[src/rtl/axi4_lite_master_arb.sv]
// AXI4-Lite master with round-robin read/write arbitration, a one-deep pending
// slot for the losing request, independent AW/W handshakes and a watchdog.
module axi4_lite_master_arb #(
  parameter int unsigned AXI_ADDR_WIDTH = 64,
  parameter int unsigned AXI_DATA_WIDTH = 32,
  parameter int unsigned TIMEOUT_CYCLES = 256
) (
  input  logic                          clk_i,
  input  logic                          rstn_i,
  input  logic [AXI_ADDR_WIDTH-1:0]     waddr_i,
  input  logic [AXI_DATA_WIDTH-1:0]     wdata_i,
  input  logic [AXI_DATA_WIDTH/8-1:0]   wstrb_i,
  input  logic                          start_write_i,
  input  logic [AXI_ADDR_WIDTH-1:0]     raddr_i,
  input  logic                          start_read_i,
  output logic                          ready_o,
  output logic [AXI_DATA_WIDTH-1:0]     data_o,
  output logic [1:0]                    resp_o,
  output logic                          write_fault_o,
  output logic                          read_fault_o,
  output logic                          timeout_o,
  output logic                          done_o,
  input  logic                          AW_READY,
  output logic                          AW_VALID,
  output logic [AXI_ADDR_WIDTH-1:0]     AW_ADDR,
  output logic [2:0]                    AW_PROT,
  input  logic                          W_READY,
  output logic                          W_VALID,
  output logic [AXI_DATA_WIDTH-1:0]     W_DATA,
  output logic [AXI_DATA_WIDTH/8-1:0]   W_STRB,
  input  logic [1:0]                    B_RESP,
  input  logic                          B_VALID,
  output logic                          B_READY,
  input  logic                          AR_READY,
  output logic                          AR_VALID,
  output logic [AXI_ADDR_WIDTH-1:0]     AR_ADDR,
  output logic [2:0]                    AR_PROT,
  input  logic [AXI_DATA_WIDTH-1:0]     R_DATA,
  input  logic [1:0]                    R_RESP,
  input  logic                          R_VALID,
  output logic                          R_READY
);

  localparam int unsigned STRB_WIDTH = AXI_DATA_WIDTH / 8;
  localparam int unsigned WD_WIDTH   = (TIMEOUT_CYCLES > 1) ? $clog2(TIMEOUT_CYCLES + 1) : 1;
  localparam logic [WD_WIDTH-1:0] WD_LIMIT = WD_WIDTH'(TIMEOUT_CYCLES - 1);

  typedef enum logic [2:0] {
    ST_IDLE, ST_WR_AW_W, ST_WR_B, ST_RD_AR, ST_RD_R, ST_DONE
  } state_e;

  typedef enum logic {RR_READ, RR_WRITE} rr_e;

  state_e                      state_q, state_d;
  rr_e                         rr_last_q, rr_last_d;
  logic                        ready_q, ready_d;
  logic                        aw_valid_q, aw_valid_d;
  logic [AXI_ADDR_WIDTH-1:0]   aw_addr_q, aw_addr_d;
  logic                        w_valid_q, w_valid_d;
  logic [AXI_DATA_WIDTH-1:0]   w_data_q, w_data_d;
  logic [STRB_WIDTH-1:0]       w_strb_q, w_strb_d;
  logic                        b_ready_q, b_ready_d;
  logic                        ar_valid_q, ar_valid_d;
  logic [AXI_ADDR_WIDTH-1:0]   ar_addr_q, ar_addr_d;
  logic                        r_ready_q, r_ready_d;
  logic [AXI_DATA_WIDTH-1:0]   data_q, data_d;
  logic [1:0]                  resp_q, resp_d;
  logic                        write_fault_q, write_fault_d;
  logic                        read_fault_q, read_fault_d;
  logic                        timeout_q, timeout_d;
  logic                        done_q, done_d;
  logic                        pend_valid_q, pend_valid_d;
  logic                        pend_write_q, pend_write_d;
  logic [AXI_ADDR_WIDTH-1:0]   pend_addr_q, pend_addr_d;
  logic [AXI_DATA_WIDTH-1:0]   pend_data_q, pend_data_d;
  logic [STRB_WIDTH-1:0]       pend_strb_q, pend_strb_d;
  logic [WD_WIDTH-1:0]         wd_q, wd_d;

  logic expire;
  logic launch_wr;
  logic launch_rd;
  logic from_pend;
  logic abort;

  assign expire = (TIMEOUT_CYCLES != 0) && (wd_q == WD_LIMIT);

  always_comb begin
    state_d       = state_q;
    rr_last_d     = rr_last_q;
    ready_d       = ready_q;
    aw_valid_d    = aw_valid_q;
    aw_addr_d     = aw_addr_q;
    w_valid_d     = w_valid_q;
    w_data_d      = w_data_q;
    w_strb_d      = w_strb_q;
    b_ready_d     = b_ready_q;
    ar_valid_d    = ar_valid_q;
    ar_addr_d     = ar_addr_q;
    r_ready_d     = r_ready_q;
    data_d        = data_q;
    resp_d        = resp_q;
    pend_valid_d  = pend_valid_q;
    pend_write_d  = pend_write_q;
    pend_addr_d   = pend_addr_q;
    pend_data_d   = pend_data_q;
    pend_strb_d   = pend_strb_q;
    write_fault_d = 1'b0;
    read_fault_d  = 1'b0;
    timeout_d     = 1'b0;
    done_d        = 1'b0;
    wd_d          = wd_q + 1'b1;
    launch_wr     = 1'b0;
    launch_rd     = 1'b0;
    from_pend     = 1'b0;
    abort         = 1'b0;

    case (state_q)
      ST_IDLE: begin
        wd_d = '0;
        if (start_write_i && start_read_i) begin
          launch_wr    = (rr_last_q == RR_READ);
          launch_rd    = !launch_wr;
          pend_valid_d = 1'b1;
          pend_write_d = launch_rd;
          pend_addr_d  = launch_wr ? raddr_i : waddr_i;
          pend_data_d  = wdata_i;
          pend_strb_d  = wstrb_i;
        end else begin
          launch_wr = start_write_i;
          launch_rd = start_read_i;
        end
        if (launch_wr) rr_last_d = RR_WRITE;
        else if (launch_rd) rr_last_d = RR_READ;
      end
      ST_WR_AW_W: begin
        aw_valid_d = aw_valid_q && !AW_READY;
        w_valid_d  = w_valid_q && !W_READY;
        if (expire) begin
          abort = 1'b1;
        end else if (!aw_valid_d && !w_valid_d) begin
          state_d   = ST_WR_B;
          b_ready_d = 1'b1;
        end
      end
      // A response on the expiry cycle wins over the watchdog.
      ST_WR_B: begin
        if (B_VALID) begin
          state_d       = ST_DONE;
          b_ready_d     = 1'b0;
          resp_d        = B_RESP;
          write_fault_d = (B_RESP != 2'b00);
          done_d        = 1'b1;
        end else if (expire) begin
          abort = 1'b1;
        end
      end
      ST_RD_AR: begin
        if (expire) begin
          abort = 1'b1;
        end else if (AR_READY) begin
          state_d    = ST_RD_R;
          ar_valid_d = 1'b0;
          r_ready_d  = 1'b1;
        end
      end
      ST_RD_R: begin
        if (R_VALID) begin
          state_d      = ST_DONE;
          r_ready_d    = 1'b0;
          data_d       = R_DATA;
          resp_d       = R_RESP;
          read_fault_d = (R_RESP != 2'b00);
          done_d       = 1'b1;
        end else if (expire) begin
          abort = 1'b1;
        end
      end
      ST_DONE: begin
        wd_d = '0;
        if (pend_valid_q) begin
          from_pend    = 1'b1;
          launch_wr    = pend_write_q;
          launch_rd    = !pend_write_q;
          pend_valid_d = 1'b0;
        end else begin
          state_d = ST_IDLE;
          ready_d = 1'b1;
        end
      end
      default: state_d = ST_IDLE;
    endcase

    if (abort) begin
      state_d       = ST_DONE;
      aw_valid_d    = 1'b0;
      w_valid_d     = 1'b0;
      b_ready_d     = 1'b0;
      ar_valid_d    = 1'b0;
      r_ready_d     = 1'b0;
      resp_d        = 2'b10;
      timeout_d     = 1'b1;
      done_d        = 1'b1;
      write_fault_d = (state_q == ST_WR_AW_W) || (state_q == ST_WR_B);
      read_fault_d  = (state_q == ST_RD_AR) || (state_q == ST_RD_R);
    end

    if (launch_wr) begin
      state_d    = ST_WR_AW_W;
      ready_d    = 1'b0;
      wd_d       = '0;
      aw_valid_d = 1'b1;
      w_valid_d  = 1'b1;
      aw_addr_d  = from_pend ? pend_addr_q : waddr_i;
      w_data_d   = from_pend ? pend_data_q : wdata_i;
      w_strb_d   = from_pend ? pend_strb_q : wstrb_i;
    end

    if (launch_rd) begin
      state_d    = ST_RD_AR;
      ready_d    = 1'b0;
      wd_d       = '0;
      ar_valid_d = 1'b1;
      ar_addr_d  = from_pend ? pend_addr_q : raddr_i;
    end
  end

  always_ff @(posedge clk_i) begin
    if (!rstn_i) begin
      state_q       <= ST_IDLE;
      rr_last_q     <= RR_READ;
      ready_q       <= 1'b1;
      aw_valid_q    <= 1'b0;
      aw_addr_q     <= '0;
      w_valid_q     <= 1'b0;
      w_data_q      <= '0;
      w_strb_q      <= '0;
      b_ready_q     <= 1'b0;
      ar_valid_q    <= 1'b0;
      ar_addr_q     <= '0;
      r_ready_q     <= 1'b0;
      data_q        <= '0;
      resp_q        <= '0;
      write_fault_q <= 1'b0;
      read_fault_q  <= 1'b0;
      timeout_q     <= 1'b0;
      done_q        <= 1'b0;
      pend_valid_q  <= 1'b0;
      pend_write_q  <= 1'b0;
      pend_addr_q   <= '0;
      pend_data_q   <= '0;
      pend_strb_q   <= '0;
      wd_q          <= '0;
    end else begin
      state_q       <= state_d;
      rr_last_q     <= rr_last_d;
      ready_q       <= ready_d;
      aw_valid_q    <= aw_valid_d;
      aw_addr_q     <= aw_addr_d;
      w_valid_q     <= w_valid_d;
      w_data_q      <= w_data_d;
      w_strb_q      <= w_strb_d;
      b_ready_q     <= b_ready_d;
      ar_valid_q    <= ar_valid_d;
      ar_addr_q     <= ar_addr_d;
      r_ready_q     <= r_ready_d;
      data_q        <= data_d;
      resp_q        <= resp_d;
      write_fault_q <= write_fault_d;
      read_fault_q  <= read_fault_d;
      timeout_q     <= timeout_d;
      done_q        <= done_d;
      pend_valid_q  <= pend_valid_d;
      pend_write_q  <= pend_write_d;
      pend_addr_q   <= pend_addr_d;
      pend_data_q   <= pend_data_d;
      pend_strb_q   <= pend_strb_d;
      wd_q          <= wd_d;
    end
  end

  assign ready_o       = ready_q;
  assign data_o        = data_q;
  assign resp_o        = resp_q;
  assign write_fault_o = write_fault_q;
  assign read_fault_o  = read_fault_q;
  assign timeout_o     = timeout_q;
  assign done_o        = done_q;
  assign AW_VALID      = aw_valid_q;
  assign AW_ADDR       = aw_addr_q;
  assign AW_PROT       = 3'b000;
  assign W_VALID       = w_valid_q;
  assign W_DATA        = w_data_q;
  assign W_STRB        = w_strb_q;
  assign B_READY       = b_ready_q;
  assign AR_VALID      = ar_valid_q;
  assign AR_ADDR       = ar_addr_q;
  assign AR_PROT       = 3'b000;
  assign R_READY       = r_ready_q;

endmodule

[config.mk]
export PLATFORM = sky130hd
export DESIGN_NAME = axi4_lite_master_arb
export DESIGN_NICKNAME = d
export VERILOG_FILES = /design/src/rtl/axi4_lite_master_arb.sv
export SDC_FILE = /design/constraint.sdc
export NUM_CORES = 1
export LEC_CHECK = 0
export ABC_AREA = 1
export CELL_PAD_IN_SITES_DETAIL_PLACEMENT = 1
export CELL_PAD_IN_SITES_GLOBAL_PLACEMENT = 2
export CORE_MARGIN = 4
export CORE_UTILIZATION = 24
export DETAILED_ROUTE_END_ITERATION = 6
export PLACE_DENSITY = 0.8
export SLEW_MARGIN = 25
export SYNTH_ARGS = -nofsm -noshare
export SYNTH_HDL_FRONTEND = slang
export SYNTH_SLANG_ARGS = --single-unit
[constraint.sdc]
create_clock -name clk_i -period 5.8 [get_ports clk_i]
set_clock_uncertainty 0.2 [all_clocks]
set_input_delay 1.16 -clock clk_i [delete_from_list [all_inputs] [get_ports clk_i]]
set_output_delay 1.16 -clock clk_i [all_outputs]
set_load 0.01 [all_outputs]
==> run_results.csv <==
group,metric,value,unit
clock_tree,cts_root_buffer,"clkbuf_16",
final_layout,final_nets,2444,
clock_tree,cts_buffers,41,
logic_synthesis,synth_seq_cells,323,
timing,layout_setup_ws,2.62,ns
drt,route.detailed.drc,0,
logic_synthesis,yosys-top-cells-area,"dfxtp_1 47%, nand2_1 13%, o21ai_0 10%",
final_layout,area_delta_synth_final,42.7,%
timing,fin_hold_ws,0.258,ns
setup_path,cp.arrival,3.36,ns
timing,slew-limit-headroom,34.4,%
grt,grtUsageTotal,18.3,%
final_layout,final_cell_mix,"480 x nand2_1, 414 x clkdlybuf4s50_1, 322 x dfxtp_1",
grt,grt_overflow,0,
setup_path,critPathLaunchType,"input pin",
grt,grt_pass1_wl,88300,um
timing,finalSetupViolations,0,
clock_tree,h-tree-depth,2,
drt,wirelength,57700,um
clock_tree,clk_latency,0.54,ns
timing,totalNegativeSetupSlack,0,ns
clock_tree,cts_hold_buf,0,
placed_design,placed_cells,2946,
die,rows,87,
setup_path,critPathKind,"in2reg",
setup_path,worstPathCellList,"clkdlybuf4s50_1 > inv_1 > nor2_4 > nand2_4 > buf_4 > nand2_1 > a21oi_1",
placed_design,place_congestion,0.777,
drt,first_iter_violations,586,
timing,hold_viol_final,0,
status,status,"complete, no violations",
logic_synthesis,yosys.area.top_type,"dfxtp_1",
die,die_width,247,um
logic_synthesis,async_reset_ff_share,0,%
logic_synthesis,synth_top_area_share,47.2,%
clock_tree,cts.clk_slew.worst_paths,0.06,ns
die,die_y,247,um
min_path,hold_class,"reg2reg",
logic_synthesis,ys_types,29,
drt,dr.pass1.iters,5,
logic_synthesis,synth_edf_count,0,
final_layout,drive_above_1_share,4.16,%
setup_path,crit_slowest_cell,"buf_4",
logic_synthesis,yosysWarnings,0,
drt,drtAntennaViolNets,0,
clock_tree,clockBufferDepth,3,
grt,grt_pass1_vias,15029,
setup_path,critPathMaxStageDelay,0.54,ns
grt,grt_antenna_before_repair,7,
power,power_density,445,nW/um^2
drt,detail_route.wl_per_cell,19.1,um
logic_synthesis,seq_area_frac_synth,47.2,%
placed_design,dpl.hpwl,37900,um
logic_synthesis,syn-cell-area,13700,um^2
placed_design,io_buffers,416,
logic_synthesis,syn_inst,1911,
timing,period_needed,3.18,ns
drt,vias_per_cell,4.75,
power,power_leakage,7.31,nW
die,core-area,56500,um^2
setup_path,end_kind,"register",
final_layout,utilization,34.6,%
timing,fin_crit_sh,54.8,%
die,die-area,61000,um^2
final_layout,fin_cells,3020,
setup_path,crit_required,5.99,ns
power,power,8.71,mW
clock_tree,cts_setup_buffers,0,
logic_synthesis,synth-main-ff-cell,"dfxtp_1",
logic_synthesis,syn_area_per_cell,7.17,um^2
clock_tree,cts_sinks,323,
clock_tree,cts_tree,"yes",
timing,worst_slew_pin_slew,0.984,ns
grt,grt_max_degree,166,
timing,rsz0062_at_grt,"false",
final_layout,layout_commonest_cell,"nand2_1",
clock_tree,cts_resized,0,
placed_design,place_worst_setup_slack,2.01,ns
setup_path,critPathMaxFanout,76,
final_layout,finish.instance_area,19600,um^2
timing,slew_viol_final,0,
placed_design,placed_area,18200,um^2
flow_run,cap_violations,0,
timing,max_freq,315,MHz
power,peakVddDrop,0.000369,V
die,io_pins,423,
die,start_util,24.3,%
drt,routed-via-count,14330,
==> routing by layer <==
| metal | track usage, % | vias up | share of wire [%] |
|---|---|---|---|
| met5 | 0 | - | 0.050 |
| met4 | 5.92 | 4 | 2.8 |
| met3 | 3.56 | 88 | 5.0 |
| met2 | 32.8 | 274 | 50 |
| met1 | 21.9 | 6990 | 42 |
| li1 | - | 6974 | - |
==> synthesized netlist by cell type (all sizes together), types with 2 or more instances <==
cell type / n
a21oi: 144
a31oi: 101
buf: 79
clkbuf: 80
dfxtp: 323
ha: 2
inv: 104
nand2: 482
nand3: 114
nand3b: 2
nand4: 4
nor2: 162
nor3: 4
nor3b: 3
o21ai: 304
==> sequential cells by signal, summed over array words and instances (netlist names), 2 cells and up <==
name         cells
AR_ADDR         64
AW_ADDR         64
W_DATA          32
W_STRB           4
data_o          32
pend_addr_q     64
pend_data_q     32
pend_strb_q      4
resp_o           2
state_q          3
wd_q             9
==> layout make-up <==
cell class,count,area [um^2]
antenna,5,12.5
clock buffer,60,1210
clock inverter,9,124
fill,6794,36900
inverter,104,395
multi-input combinational,1330,6080
sequential,323,6470
tap,756,946
timing repair buffer,433,4330
==> final timing paths <==
kind | startpoint | end | slack, ns | depth (start not counted)
min | wd_q[0] | wd_q[0] | 0.26 | 1
max reg2reg | state_q[2] | pend_data_q[28] | 2.85 | 7
max | start_read_i | pend_data_q[28] | 2.62 | 7
min reg2reg | wd_q[0] | wd_q[0] | 0.26 | 1
==> worst max-delay path, delay by kind of cell <==
family	cells	cell delay (ns)
simple gates	3	0.94
buf+inv	3	1.13
compound gates	1	0.08
==> cell families (layout without fill, tap and decap cells) <==
group	count (synthesis)	after routing	share of synthesized area, %
flops	323	323	47.2
other cells	1	11	0.0274
simple gates	772	772	22.7
compound gates	549	549	21.1
xor+xnor	1	1	0.0639
buf+inv	263	606	8.77
fa+ha+maj	2	2	0.183
==> power by group <==
part           switching [mW]  internal [mW]  leakage [nW]
Clock                   0.995           1.57         0.660
Combinational            1.73           1.30          4.01
Sequential              0.366           2.76          2.64
Total                    3.09           5.62          7.31
Power figures use the tool's default switching activity.
==> edit 1, RTL diff (config.mk and constraints unchanged) <==
Make the reset (`rstn_i`) asynchronous in one clocked block.
--- a/src/rtl/axi4_lite_master_arb.sv
+++ b/src/rtl/axi4_lite_master_arb.sv
@@ -224,7 +224,7 @@
     end
   end
 
-  always_ff @(posedge clk_i) begin
+  always_ff @(posedge clk_i or negedge rstn_i) begin
     if (!rstn_i) begin
       state_q       <= ST_IDLE;
       rr_last_q     <= RR_READ;
Behaviour: differs if rstn_i is asserted again (counterexample within 4 cycles, from zero or initial values and one cycle with rstn_i low); with rstn_i held inactive, the same outputs for 4 cycles.
==> edit 1 against the unedited design <==
- combinational power up 48%
- register-to-register slack worse by 0.34 ns
- cell count fell by 6.2%
- final area increased by 3.9%
- wire length shrank 7.2%
- total power up 29%
- count of clock-buffer cells in the layout up 1
- synthesized cell count shrank 13%
- worst setup slack got worse by 0.14 ns
- utilization down 0.13 points
- area after synthesis rose by 3.8%
- sequential cell count did not move
- highest routed layer unchanged
==> edit 1: results (changes against the unedited design) <==
| Metric | Value |
|---|---|
| Global-route wire length before repair | 83,430 µm (was 88,260 µm) |
| Seq/Total Area, Yosys | 56.80% (was 47.17%) |
| Filler cell count | 6,775 (was 6,794) |
| Worst-path fanout max | 112 (was 76) |
| Largest net degree at the start of global routing | 142 (was 166) |
| Met3 Wirelength | 3375 µm (was 2864 µm) |
| Gr usage total | 16.54% (was 18.28%) |
| Vias in the first global route | 13,990 (was 15,030) |
| Arr. time, crit path | 3.58 ns (was 3.36 ns) |
| Nets | 2,238 (was 2,444) |
| Status | complete, no violations (unchanged) |
| Max VDD drop | 0.2065 mV (was 0.3687 mV) |
| Post-DP HPWL | 35,610 µm (was 37,860 µm) |
| Drt total wl | 53,540 µm (was 57,720 µm) |
| Placed cells | 2,756 (was 2,946) |
| Yosys cell types | 33 (was 29) |
| Synth Flop Type | dfrtp_1 (was dfxtp_1) |
| Compound-Gate Fraction of Synth Area | 11.88% (was 21.07%) |
| Post-DP Area | 18,890 µm² (was 18,220 µm²) |
| Post-DR wirelength/cell | 18.90 µm (was 19.11 µm) |
| Avg Inst Size Synth | 8.563 µm² (was 7.174 µm²) |
| Slew headroom | 31.81% (was 34.41%) |
| Most common library cells after synthesis | 576 x nand2_1, 322 x dfrtp_1, 316 x nor2_1 (was 481 x nand2_1, 323 x dfxtp_1, 274 x o21ai_0) |
| CP peak stage delay | 0.68 ns (was 0.54 ns) |
| Asr flop ratio synth | 100.0% (was 0%) |
| First-pass DRT Iterations | 4 (was 5) |
| Routability congestion estimate | 0.7651 (was 0.7767) |
| Share of cells above drive strength 1 | 5.734% (was 4.161%) |
## edit 1: changes by cell type in the layout (fill, tap and decap cells not counted), moves of 5 or more
cell and change:
dfxtp_1 -322, dfrtp_1 +321, o21ai_0 -263, nor2_1 +156, a21oi_1 -136, nand3_1 -98, nand2_1 +96, inv_1 -68
a31oi_1 +64, o31ai_1 +54, o21ai_1 -27, o31ai_2 +10, nand4_1 +5
## edit 1: path summary, 6_finish.rpt
check,slack [ns],cells past startpoint,endpoint,startpoint
worst max register to register,2.51,7,AR_ADDR[18],rr_last_q
worst min register to register,0.27,2,data_o[29],data_o[29]
min in group asynchronous,0.37,1,AW_ADDR[6],rstn_i
worst max-delay path,2.49,8,W_DATA[1],start_write_i
worst min-delay path,0.27,2,data_o[29],data_o[29]
max in group asynchronous,3.79,2,W_DATA[1],rstn_i
## edit 1: kinds of logic (layout without fill, tap and decap cells)
group           count (synthesis)  count (layout)
simple gates                  933             933
buf+inv                       152             543
fa+ha+maj                       2               2
compound gates                251             251
other cells                     1               8
flops                         323             323
## edit 1: metal layers
layer | global-route usage (%) | vias up
li1 | - | 6162
met1 | 21.13 | 6484
met2 | 27.66 | 315
met3 | 4.381 | 78
met4 | 4.882 | 4
met5 | 0 | -
## edit 1: area by class of cell
cell class,instances,area share [%]
tap,773,4.758
clock buffer,61,6.168
antenna,2,0.02462
sequential,323,39.79
timing repair buffer,430,21.25
multi-input combinational,1192,26.48
clock inverter,13,0.7387
inverter,39,0.7941
## edit 1: power by group
group	leakage, nW	switching [W]	internal [W]
Combinational	4.54	0.00236	0.00211
Sequential	3.81	0.000762	0.00332
Clock	0.696	0.00103	0.00163
==> edit 2, RTL diff (same flow settings) <==
Without the edit above. The parameter `TIMEOUT_CYCLES` goes from 256 to 128.
--- a/src/rtl/axi4_lite_master_arb.sv
+++ b/src/rtl/axi4_lite_master_arb.sv
@@ -3,7 +3,7 @@
 module axi4_lite_master_arb #(
   parameter int unsigned AXI_ADDR_WIDTH = 64,
   parameter int unsigned AXI_DATA_WIDTH = 32,
-  parameter int unsigned TIMEOUT_CYCLES = 256
+  parameter int unsigned TIMEOUT_CYCLES = 128
 ) (
   input  logic                          clk_i,
   input  logic                          rstn_i,
Function: no difference found for any inputs over 4 cycles, from zero or initial values and one cycle with rstn_i low; that may be too few to reach the edited logic, so the function may still have changed.
==> edit 2 against the unedited design <==
- final area decreased by 3.1%
- area after synthesis decreased by 4.0%
- register-to-register slack got worse by 0.83 ns
- total power decreased by 1.3%
- wire length decreased by 9.4%
- sequential cell count decreased by 1
- worst setup slack got worse by 0.61 ns
- sequential share of layout area increased by 0.96 points
- hold slack got worse by 0.0083 ns
==> edit 2: results (changes against the unedited design) <==
| Metric | Value |
|---|---|
| Status | complete, no violations (unchanged) |
| Vias in the first global route | 14,120 (was 15,030) |
| First-pass DRT Iterations | 4 (was 5) |
| CP peak stage delay | 0.73 ns (was 0.54 ns) |
| Post-DP Area | 17,680 µm² (was 18,220 µm²) |
| DRT iter0 DRCs | 527 (was 586) |
| Setup crit start | state_q[0] (was start_read_i) |
| Reg clk slew, reported paths | 0.05 ns |
| Placed cells | 2,686 (was 2,946) |
| Yosys cell types | 37 (was 29) |
| End point of the worst hold path | wd_q[0] (unchanged) |
| Worst-path fanout max | 65 (was 76) |
| Worst Max-Slew Pin Slew | 1.019 ns (was 0.9839 ns) |
| Hold path start | wd_q[0] (unchanged) |
| Root Driver | clkbuf_16 (unchanged) |
| YS warnings | 0 (unchanged) |
| Seq/Total Area, Yosys | 48.97% (was 47.17%) |
| Avg Inst Size Synth | 7.766 µm² (was 7.174 µm²) |
| Largest net degree at the start of global routing | 107 (was 166) |
| Asr flop ratio synth | 0% (unchanged) |
| Slowest CP cell | buf_4 (unchanged) |
| Max VDD drop | 0.2474 mV (was 0.3687 mV) |
| WHS Path Cells | 1 (unchanged) |
| P_int | 0.005636 W (was 0.005621 W) |
| Setup Slack @ Placement | 1.797 ns (was 2.010 ns) |
| Most common library cells after synthesis | 439 x nand2_1, 322 x dfxtp_1, 178 x o21ai_0 (was 481 x nand2_1, 323 x dfxtp_1, 274 x o21ai_0) |
| CTS H-Tree Depth | 2 (unchanged) |
| Reg2Reg Depth | 6 (was 7) |
| Arr. time, crit path | 4.02 ns (was 3.36 ns) |
| Post-DP HPWL | 34,580 µm (was 37,860 µm) |
| R2R Path End | AW_ADDR[30] (was pend_data_q[28]) |
| Cell family with most CP delay | buffers and inverters (unchanged) |
| Gr usage total | 17.16% (was 18.28%) |
| Routability congestion estimate | 0.7761 (was 0.7767) |
| Lkg Pwr | 7.234 nW (was 7.313 nW) |
| Port bufs | 416 (unchanged) |
| Global-route wire length before repair | 82,200 µm (was 88,260 µm) |
| Area contributors post-synth | dfxtp_1 49%, nand2_1 13%, o21ai_0 6.8% (was dfxtp_1 47%, nand2_1 13%, o21ai_0 10%) |
| Deepest clock path buffer count | 3 (unchanged) |
| HP Class | reg2reg (unchanged) |
| Initial antenna violation count | 8 (was 7) |
| Post-CTS Resized | 0 (unchanged) |
| Vias per cell | 4.796 (was 4.745) |
| Post-DR wirelength/cell | 18.92 µm (was 19.11 µm) |
| Share of cells above drive strength 1 | 4.706% (was 4.161%) |
| Nets | 2,242 (was 2,444) |
| R2R Setup Slk | 2.02 ns (was 2.85 ns) |
| Clock Latency Late Sink | 0.54 ns (about the same) |
| Setup CP Type | reg2reg (was in2reg) |
| Postcts setup bufs | 0 (unchanged) |
| Yosys top cell by area | dfxtp_1 (unchanged) |
| Drt total wl | 52,290 µm (was 57,720 µm) |
| Number of CTS-inserted buffers | 40 (was 41) |
edit 2: changes by cell type in the layout (fill, tap and decap cells not counted), moves of 39 or more:
cell / change
o21ai_0: -96
nand3_1: -88
inv_1: -49
a311oi_1: +46
nand2_1: -42
mux2i_1: +39
edit 2: routing by layer:
| layer | GRT usage [%] | wire length, µm |
|---|---|---|
| met5 | 0 | 11 |
| met4 | 5.686 | 1313 |
| met3 | 4.682 | 3059 |
| met2 | 29.45 | 25130 |
| met1 | 20.83 | 22770 |
edit 2: power by group through the flow:
stage	registers (W)	clock network [W]	logic, W
floorplan	0.00335	0	0.00134
finish	0.00320	0.00242	0.00297
global placement	0.00323	0	0.00296
global route	0.00329	0.00260	0.00326
CTS	0.00321	0.00251	0.00303
detailed placement	0.00325	0	0.00301
edit 2: cell type report:
class / count / area (µm²)
diodes: 7 / 17.52
clock buffers: 61 / 1171
clock inverters: 10 / 86.33
fillers: 6416 / 35070
inverters: 54 / 206.4
multi-input cells: 1181 / 5834
flip-flops and latches: 322 / 6450
well taps: 696 / 870.8
repair buffers: 433 / 4318
edit 2: logic make-up after synthesis:
| group | after synthesis | synth area share [%] |
|---|---|---|
| buffers and inverters | 197 | 6.986 |
| AND/OR/NAND/NOR | 621 | 18.76 |
| AO/OA/AOI/OAI | 513 | 22.13 |
| multiplexers | 39 | 2.965 |
| XOR/XNOR | 1 | 0.06655 |
| other | 1 | 0.02849 |
| adder cells (fa/ha/maj) | 1 | 0.09503 |
| flip-flops | 322 | 48.97 |
edit 2: per-stage QoR:
stage	hold slack [ns]	total power (W)	util, %
after floorplan	0.2176	0.004685	-
after global placement	0.2287	0.006186	32.72
after detailed placement	0.2426	0.006258	32.72
after CTS	0.2561	0.008751	35.05
after global routing	0.2764	0.009144	35.08
final	0.2499	0.008597	35.08
